===== src/rtl/mycpu_pkg.sv =====
// mycpu_pkg: shared types and constants for the CPU/DMA bus arbiter.
//   arb_state_t   : arbiter FSM states (IDLE, ACCESS, DONE)
//   arb_id_t      : requester identity (ARB_CPU, ARB_DMA)
//   arb_req_t     : one latched bus request (address, data, write, space)
//   ARB_CNT_W     : width of the wait-cycle counter; wait counts must fit in it
//   arb_wait_load : picks the wait count for an access from its space select
package mycpu_pkg;

  typedef enum logic [1:0] {
    IDLE,
    ACCESS,
    DONE
  } arb_state_t;

  typedef enum logic {
    ARB_CPU,
    ARB_DMA
  } arb_id_t;

  typedef struct packed {
    logic [15:0] a;
    logic [15:0] d;
    logic        wen;
    logic        iom;
  } arb_req_t;

  localparam int unsigned ARB_CNT_W   = 4;
  localparam int unsigned ARB_CNT_MAX = (1 << ARB_CNT_W) - 1;

  // Wait count for an access: IO space uses wait_io, memory uses wait_mem.
  // Values beyond the counter range are clamped so a bad parameter cannot
  // silently wrap to a short wait.
  function automatic logic [ARB_CNT_W-1:0] arb_wait_load(
    input logic        iom,
    input int unsigned wait_mem,
    input int unsigned wait_io
  );
    int unsigned w;
    w = iom ? wait_io : wait_mem;
    if (w > ARB_CNT_MAX) w = ARB_CNT_MAX;
    return w[ARB_CNT_W-1:0];
  endfunction

endpackage


===== src/rtl/bus_arbiter_if.sv =====
// bus_arbiter_if: all requester-side and pin-side signals of the bus arbiter.
//   cpu_* / dma_* : request inputs (req, a, d, wen, iom) and responses
//                   (rdy pulse, read data) for each requester
//   a_out, d_out, wen_out, iom_out : bus pins driven by the arbiter
//   d_in, io_in   : read data returned from memory and IO
//   cpu_grants_out, dma_grants_out : grant counters, only with BUS_ARB_PERF_EN
// Modports: slave = the arbiter itself, master = requesters and bus model.
interface bus_arbiter_if;

  logic        cpu_req_in;
  logic [15:0] cpu_a_in;
  logic [15:0] cpu_d_in;
  logic        cpu_wen_in;
  logic        cpu_iom_in;
  logic        cpu_rdy_out;
  logic [15:0] cpu_d_out;

  logic        dma_req_in;
  logic [15:0] dma_a_in;
  logic [15:0] dma_d_in;
  logic        dma_wen_in;
  logic        dma_iom_in;
  logic        dma_rdy_out;
  logic [15:0] dma_d_out;

  logic [15:0] a_out;
  logic [15:0] d_out;
  logic        wen_out;
  logic        iom_out;
  logic [15:0] d_in;
  logic [15:0] io_in;

`ifdef BUS_ARB_PERF_EN
  logic [15:0] cpu_grants_out;
  logic [15:0] dma_grants_out;
`endif

  modport slave (
    input  cpu_req_in, cpu_a_in, cpu_d_in, cpu_wen_in, cpu_iom_in,
    output cpu_rdy_out, cpu_d_out,
    input  dma_req_in, dma_a_in, dma_d_in, dma_wen_in, dma_iom_in,
    output dma_rdy_out, dma_d_out,
    output a_out, d_out, wen_out, iom_out,
    input  d_in, io_in
`ifdef BUS_ARB_PERF_EN
    , output cpu_grants_out, dma_grants_out
`endif
  );

  modport master (
    output cpu_req_in, cpu_a_in, cpu_d_in, cpu_wen_in, cpu_iom_in,
    input  cpu_rdy_out, cpu_d_out,
    output dma_req_in, dma_a_in, dma_d_in, dma_wen_in, dma_iom_in,
    input  dma_rdy_out, dma_d_out,
    input  a_out, d_out, wen_out, iom_out,
    output d_in, io_in
`ifdef BUS_ARB_PERF_EN
    , input cpu_grants_out, dma_grants_out
`endif
  );

endinterface


===== src/rtl/arb_wait_cnt.sv =====
// arb_wait_cnt: loadable down-counter that times the wait cycles of one
// bus access.
//   clk, rst : clock, asynchronous active-high reset
//   load     : load load_val (takes priority over counting)
//   load_val : number of extra wait cycles for the access
//   en       : count down by one per cycle; holds at zero
//   zero     : counter is zero (last cycle of the access)
module arb_wait_cnt
  import mycpu_pkg::*;
(
  input  logic                 clk,
  input  logic                 rst,
  input  logic                 load,
  input  logic [ARB_CNT_W-1:0] load_val,
  input  logic                 en,
  output logic                 zero
);

  logic [ARB_CNT_W-1:0] count;

  // NOTE: clocked state uses non-blocking (<=) so every register samples the
  // pre-edge values of the others; blocking here would create ordering races.
  always_ff @(posedge clk or posedge rst) begin
    if (rst) begin
      count <= '0;
    end else if (load) begin
      count <= load_val;
    end else if (en && (count != '0)) begin
      count <= count - 1'b1;
    end
  end

  assign zero = (count == '0);

endmodule


===== src/rtl/bus_arbiter.sv =====
// bus_arbiter: shares the external memory/IO bus between the CPU and a DMA
// engine. One requester is granted at a time (round-robin on ties), the
// request is latched, the bus is held for 1+W cycles (W = WAIT_MEM or
// WAIT_IO), read data is captured in the last bus cycle and the grantee sees
// a one-cycle rdy pulse in the following DONE cycle.
//   clk, rst : clock, asynchronous active-high reset
//   bus      : bus_arbiter_if.slave carrying both requesters and the pins
// Parameters: WAIT_MEM (memory wait cycles), WAIT_IO (IO wait cycles), each
// at most 15.
// Optional feature, macro BUS_ARB_PERF_EN: saturating 16-bit grant counters
// per requester on bus.cpu_grants_out / bus.dma_grants_out.
module bus_arbiter
  import mycpu_pkg::*;
#(
  parameter int unsigned WAIT_MEM = 1,
  parameter int unsigned WAIT_IO  = 2
) (
  input  logic          clk,
  input  logic          rst,
  bus_arbiter_if.slave  bus
);

  arb_state_t state, state_next;
  arb_id_t    grant;       // requester owning the current access
  arb_id_t    last_grant;  // loser of the next tie
  arb_req_t   req_q;       // request latched at grant time

  logic           grant_en;
  arb_id_t        grant_sel;
  arb_req_t       sel_req;
  logic           cnt_load;
  logic           cnt_en;
  logic           cnt_zero;
  logic           in_access;
  logic           last_cycle;
  logic [15:0]    rd_bus;
  logic [15:0]    cpu_rdata;
  logic [15:0]    dma_rdata;

  // Request fields of whichever requester the grant logic selects.
  assign sel_req = (grant_sel == ARB_CPU)
                 ? '{a: bus.cpu_a_in, d: bus.cpu_d_in, wen: bus.cpu_wen_in, iom: bus.cpu_iom_in}
                 : '{a: bus.dma_a_in, d: bus.dma_d_in, wen: bus.dma_wen_in, iom: bus.dma_iom_in};

  // ---------------------------------------------------------------------
  // FSM: state register
  // ---------------------------------------------------------------------
  always_ff @(posedge clk or posedge rst) begin
    if (rst) begin
      state <= IDLE;
    end else begin
      state <= state_next;
    end
  end

  // ---------------------------------------------------------------------
  // FSM: next state, grant decision, counter control
  // ---------------------------------------------------------------------
  // NOTE: every signal written here gets a default first, so no path leaves
  // it unassigned and no latch is inferred.
  always_comb begin
    state_next = state;
    grant_en   = 1'b0;
    grant_sel  = ARB_CPU;
    cnt_load   = 1'b0;
    cnt_en     = 1'b0;

    unique case (state)
      IDLE: begin
        if (bus.cpu_req_in && bus.dma_req_in) begin
          // Tie: the requester that did not win last time goes now.
          grant_en  = 1'b1;
          grant_sel = (last_grant == ARB_CPU) ? ARB_DMA : ARB_CPU;
        end else if (bus.cpu_req_in) begin
          grant_en  = 1'b1;
          grant_sel = ARB_CPU;
        end else if (bus.dma_req_in) begin
          grant_en  = 1'b1;
          grant_sel = ARB_DMA;
        end
        if (grant_en) begin
          cnt_load   = 1'b1;
          state_next = ACCESS;
        end
      end

      ACCESS: begin
        cnt_en = 1'b1;
        if (cnt_zero) state_next = DONE;
      end

      DONE: begin
        state_next = IDLE;
      end

      default: begin
        state_next = IDLE;
      end
    endcase
  end

  arb_wait_cnt u_wait_cnt (
    .clk      (clk),
    .rst      (rst),
    .load     (cnt_load),
    .load_val (arb_wait_load(sel_req.iom, WAIT_MEM, WAIT_IO)),
    .en       (cnt_en),
    .zero     (cnt_zero)
  );

  assign in_access  = (state == ACCESS);
  assign last_cycle = in_access && cnt_zero;
  assign rd_bus     = req_q.iom ? bus.io_in : bus.d_in;

  // ---------------------------------------------------------------------
  // Grant bookkeeping, request latch and read-data capture
  // ---------------------------------------------------------------------
  always_ff @(posedge clk or posedge rst) begin
    if (rst) begin
      grant      <= ARB_CPU;
      last_grant <= ARB_DMA;  // CPU wins the first tie after reset
      req_q      <= '0;
      cpu_rdata  <= '0;
      dma_rdata  <= '0;
    end else begin
      if (grant_en) begin
        grant      <= grant_sel;
        last_grant <= grant_sel;
        req_q      <= sel_req;
      end
      // Loaded on writes too; the value is then simply whatever the bus held.
      if (last_cycle) begin
        if (grant == ARB_CPU) cpu_rdata <= rd_bus;
        else                  dma_rdata <= rd_bus;
      end
    end
  end

  // ---------------------------------------------------------------------
  // Outputs: decoded from registers only, so no input reaches a pin
  // combinationally. Bus pins are forced to 0 outside ACCESS, and the write
  // strobe is confined to the last ACCESS cycle.
  // ---------------------------------------------------------------------
  assign bus.a_out       = in_access ? req_q.a   : '0;
  assign bus.d_out       = in_access ? req_q.d   : '0;
  assign bus.iom_out     = in_access & req_q.iom;
  assign bus.wen_out     = last_cycle & req_q.wen;

  assign bus.cpu_rdy_out = (state == DONE) && (grant == ARB_CPU);
  assign bus.dma_rdy_out = (state == DONE) && (grant == ARB_DMA);
  assign bus.cpu_d_out   = cpu_rdata;
  assign bus.dma_d_out   = dma_rdata;

`ifdef BUS_ARB_PERF_EN
  logic [15:0] cpu_grants_q;
  logic [15:0] dma_grants_q;

  // Saturating grant counters; cleared only by reset.
  always_ff @(posedge clk or posedge rst) begin
    if (rst) begin
      cpu_grants_q <= '0;
      dma_grants_q <= '0;
    end else if (grant_en) begin
      if (grant_sel == ARB_CPU) begin
        if (cpu_grants_q != 16'hFFFF) cpu_grants_q <= cpu_grants_q + 16'd1;
      end else begin
        if (dma_grants_q != 16'hFFFF) dma_grants_q <= dma_grants_q + 16'd1;
      end
    end
  end

  assign bus.cpu_grants_out = cpu_grants_q;
  assign bus.dma_grants_out = dma_grants_q;
`endif

endmodule


===== src/flat_wrapper.sv =====
// flat-port wrapper written by rule: the top's interface ports become plain ports
module bus_arbiter_flat import mycpu_pkg::*;
#(
  parameter int unsigned WAIT_MEM = 1,
  parameter int unsigned WAIT_IO  = 2
)
  (clk, rst, bus_cpu_req_in, bus_cpu_a_in, bus_cpu_d_in, bus_cpu_wen_in, bus_cpu_iom_in, bus_cpu_rdy_out, bus_cpu_d_out, bus_dma_req_in, bus_dma_a_in, bus_dma_d_in, bus_dma_wen_in, bus_dma_iom_in, bus_dma_rdy_out, bus_dma_d_out, bus_a_out, bus_d_out, bus_wen_out, bus_iom_out, bus_d_in, bus_io_in);
  bus_arbiter_if bus_i ();
  input  logic clk;
  input  logic rst;
  input wire logic [$bits(bus_i.cpu_req_in)-1:0] bus_cpu_req_in;
  input wire logic [$bits(bus_i.cpu_a_in)-1:0] bus_cpu_a_in;
  input wire logic [$bits(bus_i.cpu_d_in)-1:0] bus_cpu_d_in;
  input wire logic [$bits(bus_i.cpu_wen_in)-1:0] bus_cpu_wen_in;
  input wire logic [$bits(bus_i.cpu_iom_in)-1:0] bus_cpu_iom_in;
  output wire logic [$bits(bus_i.cpu_rdy_out)-1:0] bus_cpu_rdy_out;
  output wire logic [$bits(bus_i.cpu_d_out)-1:0] bus_cpu_d_out;
  input wire logic [$bits(bus_i.dma_req_in)-1:0] bus_dma_req_in;
  input wire logic [$bits(bus_i.dma_a_in)-1:0] bus_dma_a_in;
  input wire logic [$bits(bus_i.dma_d_in)-1:0] bus_dma_d_in;
  input wire logic [$bits(bus_i.dma_wen_in)-1:0] bus_dma_wen_in;
  input wire logic [$bits(bus_i.dma_iom_in)-1:0] bus_dma_iom_in;
  output wire logic [$bits(bus_i.dma_rdy_out)-1:0] bus_dma_rdy_out;
  output wire logic [$bits(bus_i.dma_d_out)-1:0] bus_dma_d_out;
  output wire logic [$bits(bus_i.a_out)-1:0] bus_a_out;
  output wire logic [$bits(bus_i.d_out)-1:0] bus_d_out;
  output wire logic [$bits(bus_i.wen_out)-1:0] bus_wen_out;
  output wire logic [$bits(bus_i.iom_out)-1:0] bus_iom_out;
  input wire logic [$bits(bus_i.d_in)-1:0] bus_d_in;
  input wire logic [$bits(bus_i.io_in)-1:0] bus_io_in;
  assign bus_i.cpu_req_in = bus_cpu_req_in;
  assign bus_i.cpu_a_in = bus_cpu_a_in;
  assign bus_i.cpu_d_in = bus_cpu_d_in;
  assign bus_i.cpu_wen_in = bus_cpu_wen_in;
  assign bus_i.cpu_iom_in = bus_cpu_iom_in;
  assign bus_cpu_rdy_out = bus_i.cpu_rdy_out;
  assign bus_cpu_d_out = bus_i.cpu_d_out;
  assign bus_i.dma_req_in = bus_dma_req_in;
  assign bus_i.dma_a_in = bus_dma_a_in;
  assign bus_i.dma_d_in = bus_dma_d_in;
  assign bus_i.dma_wen_in = bus_dma_wen_in;
  assign bus_i.dma_iom_in = bus_dma_iom_in;
  assign bus_dma_rdy_out = bus_i.dma_rdy_out;
  assign bus_dma_d_out = bus_i.dma_d_out;
  assign bus_a_out = bus_i.a_out;
  assign bus_d_out = bus_i.d_out;
  assign bus_wen_out = bus_i.wen_out;
  assign bus_iom_out = bus_i.iom_out;
  assign bus_i.d_in = bus_d_in;
  assign bus_i.io_in = bus_io_in;
  bus_arbiter #(.WAIT_MEM(WAIT_MEM), .WAIT_IO(WAIT_IO)) u_core (.clk(clk), .rst(rst), .bus(bus_i));
endmodule

===== config.mk =====
export PLATFORM = sky130hd
export DESIGN_NAME = bus_arbiter_flat
export DESIGN_NICKNAME = d
export VERILOG_FILES = /design/src/rtl/mycpu_pkg.sv /design/src/rtl/bus_arbiter_if.sv /design/src/rtl/arb_wait_cnt.sv /design/src/rtl/bus_arbiter.sv /design/src/flat_wrapper.sv
export SDC_FILE = /design/constraint.sdc
export NUM_CORES = 1
export LEC_CHECK = 0
export CAP_MARGIN = 20
export CORE_ASPECT_RATIO = 1.25
export CORE_MARGIN = 2
export CORE_UTILIZATION = 25
export CTS_BUF_LIST = sky130_fd_sc_hd__clkbuf_16
export CTS_CLUSTER_DIAMETER = 60
export CTS_CLUSTER_SIZE = 24
export DETAILED_ROUTE_END_ITERATION = 10
export GPL_ROUTABILITY_DRIVEN = 0
export PLACE_DENSITY_LB_ADDON = 0.05
export SYNTH_ARGS = -nofsm -noshare
export SYNTH_HDL_FRONTEND = slang
export SYNTH_SLANG_ARGS = --single-unit
export TNS_END_PERCENT = 1

===== constraint.sdc =====
create_clock -name clk -period 4.4 [get_ports clk]
set_clock_uncertainty 0.05 [all_clocks]
set_input_delay 1.32 -clock clk [delete_from_list [all_inputs] [get_ports clk]]
set_output_delay 1.32 -clock clk [all_outputs]
set_load 0.02 [all_outputs]

; ---- Word-level counts from Yosys, hierarchy flattened
; Cells that the tools add are included.
[op_classes]
n_lt_le_gt_ge = 1
n_reduce_logical = 12
bitwise_logic = 3
n_eq_ne = 4
add_sub_neg = 1
n_mux = 23
[ops]
columns = cell, n
row1 = 2-to-1 mux 16 bit, 3
row2 = 2-to-1 mux 34 bit, 1
row3 = "greater-than comparator 32 x 4 -> 1 bit, second input constant", 1
row4 = 2-to-1 mux 1 bit, 12
row5 = 2-to-1 mux 4 bit, 3
row6 = 2-to-1 mux 2 bit, 3
row7 = AND reduction 2 bit, 3
row8 = logical AND 1 bit, 5
row9 = logical NOT 4 bit, 1
row10 = "inequality test 2 x 1 -> 1 bit, second input constant", 2
row11 = one-hot mux 2 bit (2 select lines), 1
row12 = nonzero test 4 bit, 1
row13 = "subtractor 4 x 1 -> 4 bit, second input constant", 1
row14 = bitwise AND 1 bit, 2
row15 = "== test 2 x 1 -> 1 bit, second input constant", 1
row16 = "== test 2 bit, second input constant", 1
row17 = logical NOT 2 bit, 1
row18 = nonzero test 2 bit, 1
row19 = NOT 1 bit, 1
[totals]
input_bits = 104
output_inout_bits = 68
reg_bits = 74

; ---- Depth between registers and ports, before layout
; Gate-level depths: netlist (run 1).
[logic_depth]
depth_word = 9
mapped_depth = 6

; ---- Hierarchy
; Synthesis (run 1) repeated with hierarchy kept, for this count alone.
[hier_totals]
cells_unflattened = 372
hier_area_um2 = 3875.0
[modules_own_cells]
columns = module, area_each_um2, instances, seq_area_each_um2, cells_each
row1 = bus_arbiter, 3613.5, 1, 1752.9, 344
row2 = arb_wait_cnt, 261.5, 1, 100.1, 28

; ---- Least setup slack after synthesis (run 1)
; No wires, ideal clock.
[synth_path]
path_type = register to output
startpoint = reg u_core.u_wait_cnt.count[0]
endpoint = out bus_wen_out
t_required_ns = 3.030
path_stages_with_launch = 5
arrival_time_ns = 1.241
slack_ns = 1.789
path_cell_list = dfrtp_1 > inv_1 > ha_1 > nor3b_4 > and3_1
[synth_between]
elab_chain_cells = 3
[synth_lines]
columns = element, line
row1 = start: declaration, arb_wait_cnt.sv:19  ; logic [ARB_CNT_W-1:0] count;
row2 = start signal: assignment, arb_wait_cnt.sv:27  ; count <= load_val;
row3 = start signal: assignment, arb_wait_cnt.sv:29  ; count <= count - 1'b1;
row4 = logical NOT 4 bit, arb_wait_cnt.sv:33  ; assign zero = (count == '0);
row5 = logical AND 1 bit, bus_arbiter.sv:112  ; assign last_cycle = in_access && cnt_zero;
row6 = bitwise AND 1 bit, bus_arbiter.sv:147  ; assign bus.wen_out = last_cycle & req_q.wen;
row7 = end: declaration, flat_wrapper.sv:27  ; output wire logic [$bits(bus_i.wen_out)-1:0] bus_wen_out;
; No other way between the ends.

; ---- Final worst setup path (run 1)
; Same ends and word-level chain as after synthesis.

==> results of run 1 <==
-- kinds of logic (layout without fill, tap and decap cells) --
| kind of cell | Yosys count | after routing | synth area share, % |
|---|---|---|---|
| and+or+nand+nor | 89 | 89 | 14.38 |
| AOI/OAI and AO/OA | 80 | 80 | 14.84 |
| DFF | 74 | 74 | 48.83 |
| buffers and inverters | 67 | 236 | 7.056 |
| muxes | 48 | 48 | 14.24 |
| adders and majority gates | 2 | 2 | 0.6593 |
-- routing by layer --
metal  global-route usage (%)  vias to the layer above  part of all wire [%]
li1                         -                     1617                     -
met1                    18.02                     1585                    43
met2                    25.03                      147                    48
met3                    3.033                       13                   7.1
met4                    6.611                        0                   1.7
met5                        0                        -                     0
-- sequential cells by signal (all words and copies together) (netlist names) --
register,flops
u_core.bus.cpu_d_out,16
u_core.grant,1
u_core.last_grant,1
u_core.state,2
u_core.bus.dma_d_out,16
u_core.u_wait_cnt.count,4
u_core.req_q,34
-- worst min-delay path by stage --
stage / start / end / slack [ps] / cells after the start
finish: u_core.bus.cpu_d_out[6] / u_core.bus.cpu_d_out[6] / 450 / 1
global route: u_core.bus.cpu_d_out[4] / u_core.bus.cpu_d_out[4] / 460 / 1
CTS: u_core.bus.cpu_d_out[9] / u_core.bus.cpu_d_out[9] / 460 / 1
detailed placement: u_core.bus.cpu_d_out[9] / u_core.bus.cpu_d_out[9] / 440 / 1
global placement: u_core.bus.dma_d_out[15] / u_core.bus.dma_d_out[15] / 440 / 1
floorplan: u_core.req_q[25] / u_core.req_q[25] / 430 / 2
-- cells in the final DEF (no fill, tap or decap), types with 3 or more instances in the layout --
cell / instances
nor3_1: 3
inv_1: 38
and2_1: 34
buf_4: 10
o311ai_0: 31
clkinv_2: 4
nand3_1: 34
o32a_1: 3
clkbuf_16: 9
o21ai_0: 34
clkdlybuf4s50_1: 171
dfrtp_1: 73
mux2_2: 48
-- power breakdown --
| group | leakage (uW) | switching [uW] | internal (uW) |
|---|---|---|---|
| Combinational | 0.00142 | 1260 | 1170 |
| Sequential | 0.000883 | 191 | 1040 |
| Clock | 0.000130 | 279 | 374 |
-- stage by stage --
| step | instance area [um^2] | utilization, % | power (uW) |
|---|---|---|---|
| floorplan | 3795 | - | 2620 |
| global placement | 5707 | 38.33 | 3684 |
| global route | 5997 | 40.28 | 4629 |
| CTS | 5969 | 40.09 | 4384 |
| detailed placement | 5707 | 38.33 | 3705 |
| finish | 5997 | 40.28 | 4315 |
-- area by class of cell --
cell class	instances	area (um^2)
fill	1487	8892
sequential	74	1853
timing repair buffer	182	1814
multi-input combinational	219	1695
tap	182	227.7
clock buffer	9	225.2
inverter	38	143.9
clock inverter	7	37.54
-- critical path: cells and delay by family, from the launching register on --
kind | cells | cell delay [ps]
fa+ha+maj | 1 | 200
buf+inv | 2 | 710
flops | 1 | 410
simple gates | 2 | 570
==> flow_metrics.py, run 1 <==
metrics = {
    "yosys": {
        "synth_cell_types": 37,
        "yosysWarnings": 0,
        "syn-cell-area_um2": 3795,
        "synthArstFlopShare_pct": 100.0,
        "synth_edf_count": 0,
        "synth_top_area_share_pct": 48.14,
        "synth_top_area_cell": "dfrtp_1",
        "synth_flop_cell": "dfrtp_1",
        "synth_area_per_cell_um2": 10.54,
        "synth_most_common_cell": "dfrtp_1",
        "syn_inst": 360,
        "netlist_top_cells_area": "dfrtp_1 (48%), mux2_2 (14%), o311ai_0 (7.2%)",
        "synth-seq-cells": 74,
        "yosysSeqAreaShare_pct": 48.83,
        "syn-num-nets": 466,
        "synth_common_cells": "dfrtp_1 (73), mux2_2 (48), inv_1 (38)",
    },
    "sta": {
        "period_share_pct": 81.75,
        "tns_ps": 0,
        "fin_ws_ps": 802.9,
        "fmax_mhz": 278.0,
        "drv_slew": 0,
        "hold-worst-slack_ps": 452.3,
        "setup_viol": 0,
        "hold_viol_final": 0,
        "relSlewSlack_pct": 38.91,
        "rsz0062_at_grt": "false",
        "fin_crit_ps": 3597,
        "worst_pin_slew_ps": 914.1,
    },
    "global_routing": {
        "grt_antenna_before_repair": 0,
        "grt_max_degree": 54,
        "grt.total_usage_pct": 14.77,
        "grt_pass1_vias": 3614,
        "globalRouteOverflowTotal": 0,
        "grt_first_pass_wirelength_mm": 18.58,
    },
    "die": {
        "io_pins": 172,
        "fp.dieW_um": 114.2,
        "die_h_um": 141.8,
        "core.rowCount": 50,
        "core_um2": 14890,
        "dieArea_um2": 16190,
        "start_util_pct": 25.49,
    },
    "clock_network": {
        "numCtsBuffers": 9,
        "numClockSinks": 74,
        "cts_tree": "yes",
        "clk_pin_slew_worst_paths_ps": 60,
        "cts_buffer_depth": 2,
        "insertion_delay_ps": 330,
        "postCtsHoldBufs": 0,
        "cts_setup_buffers": 0,
        "cts.htree.levels": 3,
        "clock-root-buffer": "clkbuf_16",
        "cts_resized": 0,
    },
    "setup_path": {
        "worst_setup_path_start_kind": "flop",
        "endpoint": "bus_wen_out",
        "critPathSlowestCell": "clkdlybuf4s50_1",
        "reg2reg_from": "u_core.state[1]",
        "cp.arrival_ps": 2230,
        "cp_cell_sequence": "inv_1, ha_1, nor3b_4, and3_1, clkdlybuf4s50_1",
        "critPathKind": "reg -> out",
        "max_stage_delay_ps": 600,
        "r2r_cells": 4,
        "required_ps": 3030,
        "cp_max_fo": 5,
        "r2r-end": "u_core.req_q[8]",
        "critPathCaptureType": "primary output",
        "r2r_slack_ps": 1930,
        "crit_start": "u_core.u_wait_cnt.count[0]",
    },
    "run_status": {
        "status": "complete, no violations",
    },
    "cells_and_area": {
        "fin_cells": 711,
        "drive_gt1_share_pct": 15.69,
        "fin_nets": 630,
        "n_antenna_cell": 0,
        "syn_to_final_growth_pct": 58.03,
    },
    "placed_design": {
        "pre_cts_ws_ps": 1038,
        "dp.cells": 694,
        "numPortBuffers": 171,
        "hpwl_mm": 8.072,
    },
    "drt": {
        "vias": 3362,
        "antenna_left": 0,
        "wirelength_mm": 11.70,
        "vias_per_cell": 4.729,
        "drt-wirelength-per-cell_um": 16.45,
        "drt_first_pass_iters": 4,
        "drc": 0,
        "drt_iter0_drc": 88,
    },
    "min_path": {
        "hp-class": "reg -> reg",
    },
    "flow_run": {
        "maxCapViolations": 0,
    },
    "power_and_ir_drop": {
        "p_leak_uw": 0.002431,
        "power.density_nw_per_um2": 719.5,
        "irDropWorstVdd_mv": 0.2585,
    },
}
No activity file was read; power rests on OpenSTA's default activity.
==> inputs of run 2 (changes only) <==
==> constraint.sdc (replaced) <==
create_clock -name clk -period 3.1 [get_ports clk]
set_clock_uncertainty 0.05 [all_clocks]
set_input_delay 0.93 -clock clk [delete_from_list [all_inputs] [get_ports clk]]
set_output_delay 0.93 -clock clk [all_outputs]
set_load 0.02 [all_outputs]
==> run 2 against run 1 <==
- sequential power up 42%
- cell area up 1.4%
- via count is 1.4% higher
- combinational power is 45% higher
- flip-flop and latch count unchanged
- sequential share of layout area down 0.41 points
- global-route usage down 0.17 points
- hold slack got worse by 0.58 ps
- largest cell class unchanged
- largest power group unchanged
==> flow_metrics.py, run 2 (synthesized netlist as in run 1, its figures left out) <==
metrics = {
    "global_routing": {
        "globalRouteOverflowTotal": 0,
        "grt_first_pass_wirelength_mm": 18.35,
        "grt.total_usage_pct": 14.61,
        "grt_pass1_vias": 3614,
        "grt_antenna_before_repair": 0,
        "grt_max_degree": 38,
    },
    "sta": {
        "relSlewSlack_pct": 54.67,
        "drv_slew": 0,
        "setup_viol": 0,
        "hold_viol_final": 0,
        "tns_ps": 0,
        "fmax_mhz": 338.6,
        "period_share_pct": 95.26,
        "fin_crit_ps": 2953,
        "rsz0062_at_grt": "false",
        "worst_pin_slew_ps": 679.9,
    },
    "power_and_ir_drop": {
        "power.density_nw_per_um2": 1046,
        "p_leak_uw": 0.002519,
        "irDropWorstVdd_mv": 0.3426,
    },
    "die": {
        "core.rowCount": 50,
        "core_um2": 14890,
        "io_pins": 172,
        "start_util_pct": 25.49,
        "dieArea_um2": 16190,
        "die_h_um": 141.8,
        "fp.dieW_um": 114.2,
    },
    "drt": {
        "antenna_left": 0,
        "drt_first_pass_iters": 4,
        "vias_per_cell": 4.775,
        "vias": 3409,
        "wirelength_mm": 11.89,
        "drt-wirelength-per-cell_um": 16.66,
        "drc": 0,
        "drt_iter0_drc": 109,
    },
    "setup_path": {
        "critPathKind": "reg -> out",
        "worst_setup_path_start_kind": "flop",
        "cp_cell_sequence": "nor2b_2, buf_12, and2_1, clkdlybuf4s50_1",
        "critPathBufInv": 2,
        "max_stage_delay_ps": 610,
        "required_ps": 2120,
        "critPathSlowestCell": "clkdlybuf4s50_1",
        "critPathCaptureType": "primary output",
        "cp.arrival_ps": 1970,
        "cpLargestDelayFamily": "buffers and inverters",
        "cp_max_fo": 37,
    },
    "clock_network": {
        "numCtsBuffers": 9,
        "cts_tree": "yes",
        "numClockSinks": 74,
        "cts_buffer_depth": 2,
        "clk_pin_slew_worst_paths_ps": 60,
        "insertion_delay_ps": 330,
        "cts.htree.levels": 3,
        "clock-root-buffer": "clkbuf_16",
    },
    "run_status": {
        "status": "complete, no violations",
    },
    "cells_and_area": {
        "multiInputGateArea_um2": 1695,
        "fin_cells": 714,
        "top_register": "u_core.req_q",
        "register_area_um2": 1854,
        "fin_nets": 633,
        "n_antenna_cell": 0,
        "final_cell_mix": "clkdlybuf4s50_1 (168), dfrtp_1 (72), mux2_2 (48), inv_1 (38)",
        "drive_gt1_share_pct": 16.17,
        "layout_commonest_cell": "clkdlybuf4s50_1",
        "syn_to_final_growth_pct": 60.24,
        "largest_register_ffs": 34,
        "final_util_pct": 40.84,
        "fillers": 1499,
    },
    "placed_design": {
        "numPortBuffers": 171,
        "dp.cells": 697,
        "hpwl_mm": 8.205,
    },
    "min_path": {
        "hp-class": "reg -> reg",
    },
    "flow_run": {
        "maxCapViolations": 0,
    },
}
-- run 2: final timing paths --
path                                                 start  slack, ps  depth (start not counted)                        to
min in group asynchronous                              rst        920                          2          u_core.req_q[30]
worst min-delay path              u_core.bus.dma_d_out[15]        450                          1  u_core.bus.dma_d_out[15]
worst min register to register    u_core.bus.dma_d_out[15]        450                          1  u_core.bus.dma_d_out[15]
worst max register to register  u_core.u_wait_cnt.count[0]       1180                          6   u_core.bus.cpu_d_out[4]
worst max-delay path                       u_core.state[1]        150                          4             bus_d_out[12]
max in group asynchronous                              rst       1430                          3   u_core.bus.cpu_d_out[7]
-- run 2: report_power, final --
part           leakage (uW)  switching (uW)  internal [uW]
Combinational       0.00148            1810           1710
Clock              0.000156             395            696
Sequential         0.000882             270           1480
Total               0.00252            2480           3880
-- run 2: layer usage --
layer,part of all wire [%],vias to the layer above,GRT usage (%),wire length [um]
met4,1.5,0,6.033,176
li1,-,1625,-,-
met2,49,135,26.03,5838
met5,0,-,0,0
met3,6.7,11,3.332,802
met1,43,1638,16.72,5074
-- run 2: area by class of cell --
type                       count  area share [%]
clock inverter                 7           1.399
tap                          182           3.745
sequential                    74           30.49
clock buffer                   9           3.704
inverter                      38           2.366
timing repair buffer         185           30.41
multi-input combinational    219           27.88
-- run 2: repair_timing --
action / in CTS / in global routing
hold buffers: 0 / 0
endpoints found under the setup margin: 1 / 4
gates resized for setup: 0 / 4
buffers inserted: 1 / 0
-- run 2: worst register-to-register path, delay by kind of cell, from the launching register on --
family                   cells  cell delay, ps
adder cells (fa/ha/maj)      1             200
buffers and inverters        2             410
flip-flops                   1             410
multiplexers                 1             370
AND/OR/NAND/NOR              2             350
-- run 2: per-stage QoR --
| stage | hold WS, ps | total power (uW) | worst slack [ps] | cell area (um^2) |
|---|---|---|---|---|
| floorplan | 425.8 | 3719 | 240.0 | 3795 |
| global placement | 440.9 | 5300 | 279.4 | 5754 |
| detailed placement | 443.1 | 5337 | 242.9 | 5754 |
| CTS | 456.3 | 6480 | 15.86 | 6072 |
| global route | 465.0 | 6782 | 66.43 | 6081 |
| finish | 451.7 | 6361 | 147.0 | 6081 |
==> inputs of run 3 (changes only) <==
--- a/config.mk
+++ b/config.mk
@@ -7,7 +7,6 @@
 export LEC_CHECK = 0
 export CAP_MARGIN = 20
 export CORE_ASPECT_RATIO = 1.25
-export CORE_MARGIN = 2
 export CORE_UTILIZATION = 25
 export CTS_BUF_LIST = sky130_fd_sc_hd__clkbuf_16
 export CTS_CLUSTER_DIAMETER = 60
==> constraint.sdc (replaced) <==
create_clock -name clk -period 2.9 [get_ports clk]
set_clock_uncertainty 0.05 [all_clocks]
set_input_delay 0.87 -clock clk [delete_from_list [all_inputs] [get_ports clk]]
set_output_delay 0.87 -clock clk [all_outputs]
set_load 0.02 [all_outputs]
==> run 3 against run 2 <==
- the run now ends with design-rule violations left
- non-clock buffer count up 3
- hold slack better by 2.8 ps
- power up 3.5%
- clock power about the same
- global-route usage up 0.65 points
- via count up 0.29%
- largest cell class is now buffers
- highest routed layer unchanged
==> flow_metrics.py, run 3 (synthesized netlist as in run 1, its figures left out) <==
metrics = {
    "die": {
        "die_h_um": 139.8,
        "core_um2": 14890,
        "core.rowCount": 50,
        "dieArea_um2": 15680,
        "start_util_pct": 25.49,
        "io_pins": 172,
        "fp.dieW_um": 112.2,
    },
    "min_path": {
        "min_to": "u_core.bus.dma_d_out[12]",
        "hp-class": "reg -> reg",
        "holdPathStages": 1,
        "min-delay-start": "u_core.bus.dma_d_out[12]",
    },
    "setup_path": {
        "r2r_cells": 4,
        "cp.arrival_ps": 1780,
        "critPathCaptureType": "primary output",
        "required_ps": 1980,
        "worst_setup_path_start_kind": "flop",
        "critPathKind": "reg -> out",
        "reg2reg_from": "u_core.state[1]",
        "cp_max_fo": 4,
        "r2r_slack_ps": 900,
        "crit_start": "u_core.u_wait_cnt.count[0]",
        "r2r-end": "u_core.u_wait_cnt.count[1]",
    },
    "drt": {
        "drt_first_pass_iters": 7,
        "antenna_left": 0,
        "drc": 14,
        "vias_per_cell": 4.768,
        "wirelength_mm": 11.67,
        "vias": 3419,
        "drt_iter0_drc": 174,
        "drt-wirelength-per-cell_um": 16.27,
    },
    "sta": {
        "fmax_mhz": 370.2,
        "setup_viol": 0,
        "period_share_pct": 93.15,
        "fin_crit_ps": 2701,
        "worst_pin_slew_ps": 868.9,
        "tns_ps": 0,
        "relSlewSlack_pct": 42.01,
        "rsz0062_at_grt": "false",
        "drv_slew": 0,
        "hold_viol_final": 0,
        "fin_ws_ps": 198.7,
    },
    "global_routing": {
        "grt.total_usage_pct": 15.26,
        "globalRouteOverflowTotal": 0,
        "grt_first_pass_wirelength_mm": 18.68,
        "grt_antenna_before_repair": 0,
        "grt_max_degree": 38,
        "grt_pass1_vias": 3580,
    },
    "clock_network": {
        "cts.htree.levels": 3,
        "clock-root-buffer": "clkbuf_16",
        "postCtsHoldBufs": 0,
        "cts_buffer_depth": 2,
        "cts_tree": "yes",
        "insertion_delay_ps": 330,
        "numCtsBuffers": 9,
        "numClockSinks": 74,
        "clk_pin_slew_worst_paths_ps": 60,
    },
    "cells_and_area": {
        "top_register": "u_core.req_q",
        "final_util_pct": 40.98,
        "largest_register_ffs": 34,
        "drive_gt1_share_pct": 16.64,
        "layout_commonest_cell": "clkdlybuf4s50_1",
        "syn_to_final_growth_pct": 60.80,
        "final_cell_mix": "clkdlybuf4s50_1 (137), dfrtp_1 (72), mux2_2 (48), inv_1 (38)",
        "n_antenna_cell": 0,
        "fin_nets": 636,
        "finalInstanceArea_um2": 6102,
    },
    "placed_design": {
        "numPortBuffers": 171,
        "hpwl_mm": 8.311,
        "pre_cts_ws_ps": 57.43,
        "placed_area_um2": 5789,
    },
    "power_and_ir_drop": {
        "power.density_nw_per_um2": 1079,
        "irDropWorstVdd_mv": 0.4504,
        "p_leak_uw": 0.002761,
    },
    "run_status": {
        "status": "complete, but fails checks",
        "violations": "design-rule violations",
    },
    "flow_run": {
        "maxCapViolations": 0,
    },
}
[run 3: cell types whose count changed in the layout (fill, tap and decap cells not counted), moves of 2 or more]
cell	change
dlygate4sd2_1	+18
buf_4	+2
dlymetal6s2s_1	+13
clkinvlp_4	+2
clkdlybuf4s50_1	-31
[run 3: worst max path at each step]
stage / endpoint / slack [ps] / cells past startpoint
2_1_floorplan: u_core.bus.cpu_d_out[0] / 100 / 1
3_3_place_gp: bus_wen_out / 150 / 5
3_5_place_dp: u_core.req_q[9] / 60 / 5
4_1_cts: bus_d_out[1] / 2 / 4
5_1_grt: bus_wen_out / 80 / 5
6_report: bus_wen_out / 200 / 5
[run 3: per-layer routing]
layer	part of all wire [%]	wire length (um)	GRT usage, %
met5	0	0	0
met4	1.7	199	6.246
met3	8.2	951	3.615
met2	49	5664	26.54
met1	42	4850	17.97
[run 3: power breakdown]
part,switching (uW),internal [uW]
clock network,420,655
registers,285,1580
logic,1920,1720
total,2630,3960
[run 3: critical path: stages, from the launching register on]
cell	delay, ps
dfrtp_1	400
inv_1	110
ha_1	210
nor3b_4	240
and3_1	170
dlygate4sd2_1	330
[run 3: layout make-up]
class | count | area [um^2]
clock buffer | 9 | 225.2
clock inverter | 7 | 61.31
fill | 1468 | 8787
inverter | 38 | 143.9
multi-input combinational | 219 | 1695
sequential | 74 | 1854
tap | 182 | 227.7
timing repair buffer | 188 | 1894
[run 3: through the flow]
step,hold WS (ps),total power (uW),std cells
finish,454.5,6584,717
global route,471.6,7042,717
CTS,458.8,6714,717
detailed placement,445.8,5690,700
global placement,439.2,5668,700
floorplan,425.8,3976,360
[run 3: repair_timing]
item | 4_1_cts | 5_1_grt
gates resized for setup | 19 | 16
setup buffers | 1 | 0
endpoints found under the setup margin | 34 | 16
hold endpoints to repair | 0 | 0
